File: config.mk
export PLATFORM = sky130hd
export DESIGN_NAME = aes256_inv_key_stream
export DESIGN_NICKNAME = d
export VERILOG_FILES = /design/src/rtl/aes256_inv_key_stream.sv
export SDC_FILE = /design/constraint.sdc
export NUM_CORES = 2
export LEC_CHECK = 0
export CAP_MARGIN = 20
export CORE_UTILIZATION = 60
export CTS_BUF_LIST = sky130_fd_sc_hd__clkbuf_16
export CTS_CLUSTER_DIAMETER = 150
export CTS_CLUSTER_SIZE = 28
export DETAILED_ROUTE_END_ITERATION = 10
export PLACE_DENSITY_LB_ADDON = 0.25
export SKIP_CTS_REPAIR_TIMING = 1
export SLEW_MARGIN = 25
export SYNTH_ARGS = -nofsm -noshare
export SYNTH_HDL_FRONTEND = slang
export SYNTH_SLANG_ARGS = --single-unit
File: constraint.sdc
create_clock -name clk_i -period 35.1 [get_ports clk_i]
set_clock_uncertainty 0.05 [all_clocks]
set_input_delay 7.02 -clock clk_i [delete_from_list [all_inputs] [get_ports clk_i]]
set_output_delay 7.02 -clock clk_i [all_outputs]
set_load 0.05 [all_outputs]
File: src/rtl/aes256_inv_key_stream.sv
// Inverse AES-256 key schedule: loads the final {RK13, RK14} window and emits
// round keys RK14 down to RK0, one per yumi_i handshake.
module aes256_inv_key_stream #(
  parameter int unsigned num_rounds_p = 14
) (
  input  logic         clk_i,
  input  logic         reset_i,
  input  logic         v_i,
  input  logic [255:0] key_i,
  output logic         ready_o,
  output logic         v_o,
  output logic [127:0] rk_o,
  output logic [3:0]   rk_idx_o,
  output logic         last_o,
  input  logic         yumi_i
);

  typedef enum logic [0:0] {StIdle, StEmit} state_e;

  state_e       r_state, w_state_next;
  logic [127:0] r_hi, r_lo, w_hi_next, w_lo_next;
  logic [3:0]   r_idx, w_idx_next;

  logic [31:0]  w_hi0, w_hi1, w_hi2, w_hi3, w_lo3;
  logic [31:0]  w_t_in, w_t_out;
  logic [7:0]   w_rcon;
  logic [127:0] w_new_key;

  // GF(2^8) multiply modulo x^8 + x^4 + x^3 + x + 1.
  function automatic logic [7:0] gf_mul(input logic [7:0] a, input logic [7:0] b);
    logic [7:0] p, x;
    p = 8'h00;
    x = a;
    for (int i = 0; i < 8; i++) begin
      if (b[i]) p = p ^ x;
      x = {x[6:0], 1'b0} ^ (x[7] ? 8'h1b : 8'h00);
    end
    return p;
  endfunction

  // S-box: multiplicative inverse (a^254, which maps 0 to 0) then the affine map.
  function automatic logic [7:0] sbox(input logic [7:0] a);
    logic [7:0] sq, inv;
    sq  = a;
    inv = 8'h01;
    for (int i = 0; i < 7; i++) begin
      sq  = gf_mul(sq, sq);
      inv = gf_mul(inv, sq);
    end
    return inv ^ {inv[6:0], inv[7]} ^ {inv[5:0], inv[7:6]} ^ {inv[4:0], inv[7:5]}
               ^ {inv[3:0], inv[7:4]} ^ 8'h63;
  endfunction

  // Four-byte sub_bytes: one S-box per byte of the word.
  function automatic logic [31:0] sub_word(input logic [31:0] x);
    return {sbox(x[31:24]), sbox(x[23:16]), sbox(x[15:8]), sbox(x[7:0])};
  endfunction

  // Word 0 of a round key occupies the most significant 32 bits.
  assign w_hi0 = r_hi[127:96];
  assign w_hi1 = r_hi[95:64];
  assign w_hi2 = r_hi[63:32];
  assign w_hi3 = r_hi[31:0];
  assign w_lo3 = r_lo[31:0];

  // Even idx steps cross a RotWord/rcon boundary of the forward schedule; odd ones
  // cross the AES-256 mid-block SubWord-only boundary.
  assign w_rcon  = 8'h01 << (r_idx[3:1] - 3'd1);
  assign w_t_in  = r_idx[0] ? w_lo3 : {w_lo3[23:0], w_lo3[31:24]};
  assign w_t_out = sub_word(w_t_in) ^ (r_idx[0] ? 32'h0 : {w_rcon, 24'h0});

  // RK(idx-2) from RK(idx) (hi) and the last word of RK(idx-1) (lo).
  assign w_new_key = {w_hi0 ^ w_t_out, w_hi1 ^ w_hi0, w_hi2 ^ w_hi1, w_hi3 ^ w_hi2};

  // Next-state logic: load in idle, step the window on each accepted key.
  always_comb begin
    w_state_next = r_state;
    w_hi_next    = r_hi;
    w_lo_next    = r_lo;
    w_idx_next   = r_idx;
    unique case (r_state)
      StIdle: begin
        if (v_i) begin
          w_hi_next    = key_i[127:0];
          w_lo_next    = key_i[255:128];
          w_idx_next   = 4'(num_rounds_p);
          w_state_next = StEmit;
        end
      end
      StEmit: begin
        if (yumi_i) begin
          if (r_idx == 4'd0) begin
            w_state_next = StIdle;
          end else begin
            w_hi_next  = r_lo;
            w_idx_next = r_idx - 4'd1;
            if (r_idx >= 4'd2) w_lo_next = w_new_key;
          end
        end
      end
      default: w_state_next = StIdle;
    endcase
  end

  // State and window registers with synchronous active-low reset.
  always_ff @(posedge clk_i) begin
    if (!reset_i) begin
      r_state <= StIdle;
      r_hi    <= '0;
      r_lo    <= '0;
      r_idx   <= '0;
    end else begin
      r_state <= w_state_next;
      r_hi    <= w_hi_next;
      r_lo    <= w_lo_next;
      r_idx   <= w_idx_next;
    end
  end

  // Outputs decode registers only; no input-to-output path.
  always_comb begin
    ready_o  = (r_state == StIdle);
    v_o      = (r_state == StEmit);
    rk_o     = r_hi;
    rk_idx_o = r_idx;
    last_o   = (r_state == StEmit) && (r_idx == 4'd0);
  end

endmodule

Word-level counts from Yosys, hierarchy flattened
Cells that the tools add are included.
{ "word_totals": {"register_bits": 261, "in_bits": 260, "out_inout_bits": 135, "elab_cells": 1629} }
{ "op_classes": {"addsub": 2, "n_lt_le_gt_ge": 1, "n_eq_ne": 4, "n_shift": 1, "n_mux": 831, "bitwise_logic": 782, "reduce_logical": 4} }
{ "ops": {"columns": ["operator", "n"], "rows": [
  ["2-to-1 mux 8 bit", 420],
  ["bitwise XOR 8 bit", 380],
  ["bitwise XOR 8 x 5 -> 8 bit", 364],
  ["2-to-1 mux 5 bit", 368],
  ["2-to-1 mux 128 bit", 7],
  ["case mux 128 bit (2 select lines)", 2],
  ["bitwise XOR 32 bit", 5],
  ["2-to-1 mux 32 bit", 2],
  ["2-to-1 mux 4 bit", 7],
  ["2-to-1 mux 7 bit", 4],
  ["inverter 1 bit (first input constant)", 28],
  ["2-to-1 mux 6 bit", 4],
  ["inverter 4 bit", 4],
  ["2-to-1 mux 3 bit", 4],
  ["2-to-1 mux 2 bit", 4],
  ["case mux 4 bit (2 select lines)", 1],
  ["<< shifter 1 x 3 -> 8 bit (first input constant)", 1],
  ["2-to-1 mux 1 bit", 7],
  ["!= test 2 bit (second input constant)", 3],
  ["greater-or-equal comparator 4 x 2 -> 1 bit (second input constant)", 1],
  ["zero test 4 bit", 1],
  ["AND reduction 4 bit", 1],
  ["subtractor 4 x 1 -> 4 bit (second input constant)", 1],
  ["AND reduction 3 bit", 1],
  ["5 further kinds", 5]
]} }

Logic depth before layout (Yosys ltp)
{ "logic_depth": {"ltp_word": 139, "depth_mapped": 72, "depth_no_buf": 58} }

Worst setup path after synthesis
No wires, ideal clock.
{ "synth_path": {"kind": "flip-flop to flip-flop", "from": "register r_idx[0], in the netlist rk_idx_o[0]", "to": "register r_lo[124]", "setup_time_ps": 120, "arrival_time_ps": 17308, "t_required_ps": 34930, "setup_slack_ps": 17622, "path_stages_with_launch": 69, "path_buffers": 13, "synth_period_minus_slack_ps": 17478, "path_cell_list": "dfxtp_1 -> buf_6 -> buf_6 -> buf_6 -> buf_6 -> buf_6 -> buf_4 -> clkbuf_1 -> mux2_2 -> ha_1 -> buf_2 -> nand2_1 -> xor2_2 -> inv_2 -> buf_2 -> clkbuf_1 -> ha_1 -> a21boi_0 -> [33 not listed] -> xnor2_1 -> mux4_2 -> xnor2_1 -> a2111oi_2 -> xnor2_1 -> buf_4 -> o211ai_1 -> o311a_2 -> xnor3_1 -> xnor2_2 -> or4_1 -> nand4_1 -> xor2_1 -> xor3_1 -> xnor3_1 -> xnor3_1 -> nand3_1 -> a21boi_1"} }
{ "synth_via": {"elab_chain_len": 135, "word_cells_on_any_way": 402, "classes_between": "order compare (1); eq/ne (2); mux (209); bitwise (188); reduce/logical (2)"} }
{ "synth_lines": {"columns": ["element", "line_no", "rtl"], "rows": [
  ["start: declaration", "22", "logic [3:0] r_idx, w_idx_next;"],
  ["start signal: assignment", "116", "r_idx <= w_idx_next;"],
  ["2-to-1 mux 32 bit", "69", "assign w_t_in = r_idx[0] ? w_lo3 : {w_lo3[23:0], w_lo3[31:24]};"],
  ["2-to-1 mux 5 bit, or another cell as far along", "36", "x = {x[6:0], 1'b0} ^ (x[7] ? 8'h1b : 8'h00);"],
  ["bitwise XOR 8 x 5 -> 8 bit / bitwise XOR 8 bit (equally long branches)", "36, 35", null],
  ["bitwise XOR 8 bit / 2-to-1 mux 8 bit (equally long branches)", "35", "if (b[i]) p = p ^ x;"],
  ["2-to-1 mux 8 bit / bitwise XOR 8 bit (equally long branches)", "35", null],
  ["bitwise XOR 8 bit / 2-to-1 mux 8 bit (equally long branches)", "35", null],
  ["2-to-1 mux 8 bit / bitwise XOR 8 bit (equally long branches)", "35", null],
  ["bitwise XOR 8 bit / 2-to-1 mux 8 bit (equally long branches)", "35", null],
  ["[117 not listed]", null, null],
  ["bitwise XOR 8 bit (3 in a row)", "50", "return inv ^ {inv[6:0], inv[7]} ^ {inv[5:0], inv[7:6]} ^ {inv[4:0], inv[7:5]}"],
  ["bitwise XOR 8 bit", "51", "^ {inv[3:0], inv[7:4]} ^ 8'h63;"],
  ["bitwise XOR 32 bit", "70", "assign w_t_out = sub_word(w_t_in) ^ (r_idx[0] ? 32'h0 : {w_rcon, 24'h0});"],
  ["bitwise XOR 32 bit", "73", "assign w_new_key = {w_hi0 ^ w_t_out, w_hi1 ^ w_hi0, w_hi2 ^ w_hi1, w_hi3 ^ w_hi2};"],
  ["2-to-1 mux 128 bit", "97", "if (r_idx >= 4'd2) w_lo_next = w_new_key;"],
  ["2-to-1 mux 128 bit", "92", "if (r_idx == 4'd0) begin"],
  ["2-to-1 mux 128 bit", "91", "if (yumi_i) begin"],
  ["case mux 128 bit (2 select lines)", "81", "unique case (r_state)"],
  ["end signal: assignment", "115", "r_lo <= w_lo_next;"],
  ["end: declaration", "21", "logic [127:0] r_hi, r_lo, w_hi_next, w_lo_next;"]
]} }
Parallel ways exist; a longest one is shown, timed or not. The select of a mux whose other input is x is not followed.
A chain may end at the register's enable or synchronous reset.

Worst setup path after layout
{ "layout_path": {"from": "register r_idx[0], in the netlist rk_idx_o[0]", "to": "register r_lo[127]"} }
{ "layout_via": {"elab_chain_len": 135, "word_cells_on_any_way": 402, "classes_between": "order compare (1); eq/ne (2); mux (209); bitwise (188); reduce/logical (2)"} }
{ "layout_lines": {"columns": ["element", "line_no"], "rows": [
  ["2-to-1 mux 32 bit", "69"],
  ["2-to-1 mux 5 bit", "36"],
  ["bitwise XOR 8 x 5 -> 8 bit", "36"],
  ["bitwise XOR 8 bit", "35"],
  ["2-to-1 mux 8 bit", "35"],
  ["bitwise XOR 8 bit", "35"],
  ["2-to-1 mux 8 bit", "35"],
  ["bitwise XOR 8 bit", "35"],
  ["[117 not listed]", null],
  ["bitwise XOR 8 bit (3 in a row)", "50"],
  ["bitwise XOR 8 bit", "51"],
  ["bitwise XOR 32 bit", "70"],
  ["bitwise XOR 32 bit", "73"],
  ["2-to-1 mux 128 bit", "97"],
  ["2-to-1 mux 128 bit", "92"],
  ["2-to-1 mux 128 bit", "91"],
  ["case mux 128 bit (2 select lines)", "81"]
]} }
Parallel ways exist; a longest one is shown, timed or not. The select of a mux whose other input is x is not followed.

==> impl_metrics.py <==
metrics = {
    "drt": {
        "drcViolationCount": 0,
        "m1WireLength_um": 91000,
        "vias_per_cell": 6.26,
        "first_pass_iters": 8,
        "dr_wl_met2_um": 105000,
        "via_count": 67037,
        "drt_iter0_markers": 7008,
        "antenna_left": 0,
        "post_drt_wl_per_cell_um": 20.9,
        "routed-wl-met3_um": 20000,
        "wl_um": 224000,
        "highest_layer": "met4",
    },
    "sta": {
        "finalSetupViolCount": 0,
        "fin_ws_ns": 14.31,
        "whs_ns": 0.421,
        "worst_pin_slew_ns": 1.10,
        "rsz0062_at_grt": "false",
        "fmax_mhz": 48.1,
        "period_minus_slack_ns": 20.79,
        "max-slew-margin-rel_pct": 26.4,
        "fin_tns_setup_ns": 0,
        "final_max_slew_viol_count": 0,
        "finalCritPeriodShare_pct": 59.2,
        "finalHoldViolCount": 0,
    },
    "worst_setup_path": {
        "crit_fanout": 73,
        "timing.critical_path.mode_cell": "xnor2_1",
        "startpoint_type": "register",
        "critPathTopFamily": "XOR/XNOR gates",
        "r2r_start": "rk_idx_o[0]",
        "rrSetupSlack_ns": 14.31,
        "slowest_delay_ns": 0.85,
        "r2r-end": "r_lo[127]",
        "crit_type": "register to register",
        "r2r_cells": 57,
        "crit_required_ns": 35.55,
        "crit_path_top_delay_cell": "ha_1",
        "cp.arrival_ns": 21.24,
        "path_buf_inv": 8,
        "crit_path_end_kind": "register",
    },
    "outcome": {
        "status": "finished, final reports clean",
    },
    "yosys": {
        "yosysMostFrequentCell": "xnor2_1",
        "ys_seq_area_share_pct": 7.35,
        "synth.distinct_cells": 124,
        "postSynthAreaPerCell_um2": 7.75,
        "synth_warnings": 0,
        "netlist_instances": 9182,
        "synth-seq-cells": 261,
        "syn-num-nets": 9463,
        "synthTopCellsByArea": "xnor2_1 (21%), xnor3_1 (11%), dfxtp_1 (7.3%), nand2_1 (6.1%), nor2_1 (5.9%)",
        "ys.flop_type": "dfxtp_1",
        "syn_area_um2": 71100,
        "synth_top_area_share_pct": 21.5,
        "netlist_top_cells_count": "xnor2_1 (1743), nand2_1 (1156), nor2_1 (1113), xor2_1 (472), mux2i_1 (403)",
        "synth_edf_count": 0,
        "async_reset_ff_share_pct": 0,
        "yosys.area.top_type": "xnor2_1",
    },
    "global_route": {
        "grt_pass1_wl_um": 351000,
        "grt_usage_pct": 35.5,
        "grt_pass1_vias": 62583,
        "grt_max_degree": 174,
        "grt_overflow": 0,
        "antenna_found_initial": 4,
    },
    "clock_tree": {
        "cts.clk_slew.worst_paths_ns": 0.11,
        "numCtsBuffers": 14,
        "h-tree-depth": 1,
        "cts_sinks": 261,
        "cts_tree": "done",
        "root_buffer": "clkbuf_16",
        "clockBufferDepth": 3,
        "clk-insertion-delay-late_ns": 0.57,
    },
    "placement": {
        "place_hpwl_um": 165000,
        "pre_cts_ws_ns": 14.48,
        "port_buffers": 394,
        "place_area_um2": 76300,
        "place_congestion": 0.960,
    },
    "floorplan": {
        "ios": 395,
        "rows": 125,
        "initial_core_util_pct": 60.9,
        "die-width_um": 346,
        "core_area_um2": 117000,
        "die_y_um": 346,
        "die_area_um2": 120000,
    },
    "cells_and_area": {
        "fin_area_um2": 76900,
        "drive_gt1_share_pct": 7.84,
        "area_growth_syn_to_layout_pct": 8.04,
        "fin_nets": 9460,
    },
    "flow_run": {
        "drv_cap": 0,
    },
    "min_path": {
        "hp-class": "register to register",
        "hold_depth": 2,
        "whs_endpoint": "r_lo[38]",
        "hp-start": "r_lo[38]",
    },
}
logic make-up after synthesis:
logic type / Yosys count / synth area share, %
and+or+nand+nor: 3051 / 18.4
xor gates and xnor gates: 2791 / 44.4
AOI/OAI and AO/OA: 1793 / 17.2
muxes: 499 / 7.43
adders and majority gates: 22 / 0.383
buffers and inverters: 765 / 4.78
DFF: 261 / 7.35
cells in the final DEF (no fill, tap or decap), types with 21 or more instances in the layout:
| master | count |
|---|---|
| a21oi_1 | 366 |
| a21boi_0 | 108 |
| xnor2_1 | 1696 |
| xnor2_2 | 145 |
| nand4_1 | 21 |
| nor3_1 | 171 |
| o211a_1 | 135 |
| nand2b_1 | 67 |
| o211ai_1 | 166 |
| xor2_2 | 69 |
| clkdlybuf4s50_1 | 393 |
| o221ai_1 | 23 |
| a211oi_1 | 62 |
| o21ai_0 | 336 |
| xor3_1 | 46 |
| a31oi_1 | 66 |
| mux2i_1 | 402 |
| inv_1 | 87 |
| o32ai_1 | 27 |
| xor2_1 | 456 |
| nor2b_1 | 68 |
| nand3_1 | 188 |
| a32oi_1 | 33 |
| or3_1 | 38 |
| or2_2 | 21 |
| nor2_1 | 1111 |
| mux2_2 | 68 |
| buf_4 | 246 |
| nand2_1 | 1156 |
| xnor3_1 | 336 |
| dfxtp_1 | 259 |
| and3_1 | 44 |
| o22ai_1 | 101 |
| o21ai_1 | 47 |
| ha_1 | 21 |
| a22oi_1 | 45 |
| o21a_1 | 29 |
| and2_1 | 67 |
flip-flops by register name, summed over array words and instances, names as in the netlist:
| name | count |
|---|---|
| rk_idx_o | 4 |
| v_o | 1 |
| rk_o | 128 |
| r_lo | 128 |
cell type report:
class	instances	area [um^2]
antenna	2	5.00
clock buffer	15	375
clock inverter	4	67.6
fill	10026	40000
inverter	105	399
multi-input combinational	8156	63100
sequential	261	5230
tap	1524	1910
timing repair buffer	641	5810
worst reg2reg max path, delay by kind of cell (launching register included):
kind,cells,cell delay (ns)
xor gates and xnor gates,18,6.51
AOI/OAI and AO/OA,16,4.79
buffers and inverters,8,3.09
DFF,1,0.48
and+or+nand+nor,8,2.34
muxes,4,1.89
adders and majority gates,3,1.65
worst max path at each step:
stage	startpoint	endpoint	slack, ns	cells after the start
after global routing	rk_idx_o[0]	r_lo[127]	13.22	58
after global placement	rk_idx_o[0]	r_lo[127]	14.94	57
after detailed placement	rk_idx_o[0]	r_lo[127]	14.48	57
after CTS	rk_idx_o[0]	r_lo[127]	14.50	57
after floorplan	rk_idx_o[0]	r_lo[124]	17.62	68
final	rk_idx_o[0]	r_lo[127]	14.31	57
per-stage QoR:
| stage | util (%) | cells |
|---|---|---|
| after CTS | 65.7 | 10706 |
| after detailed placement | 65.3 | 10687 |
| after global routing | 65.8 | 10707 |
| final | 65.8 | 10708 |
| after global placement | 65.3 | 10687 |
| after floorplan | - | 9182 |
layer usage:
metal | up-vias | GRT usage [%]
li1 | 31395 | -
met4 | 0 | 11.7
met2 | 3226 | 58.9
met1 | 31948 | 47.5
met5 | - | 0
met3 | 468 | 4.37
Power is not shown: default switching activity piles up to over one toggle a cycle in this logic, so the estimate is an artifact.
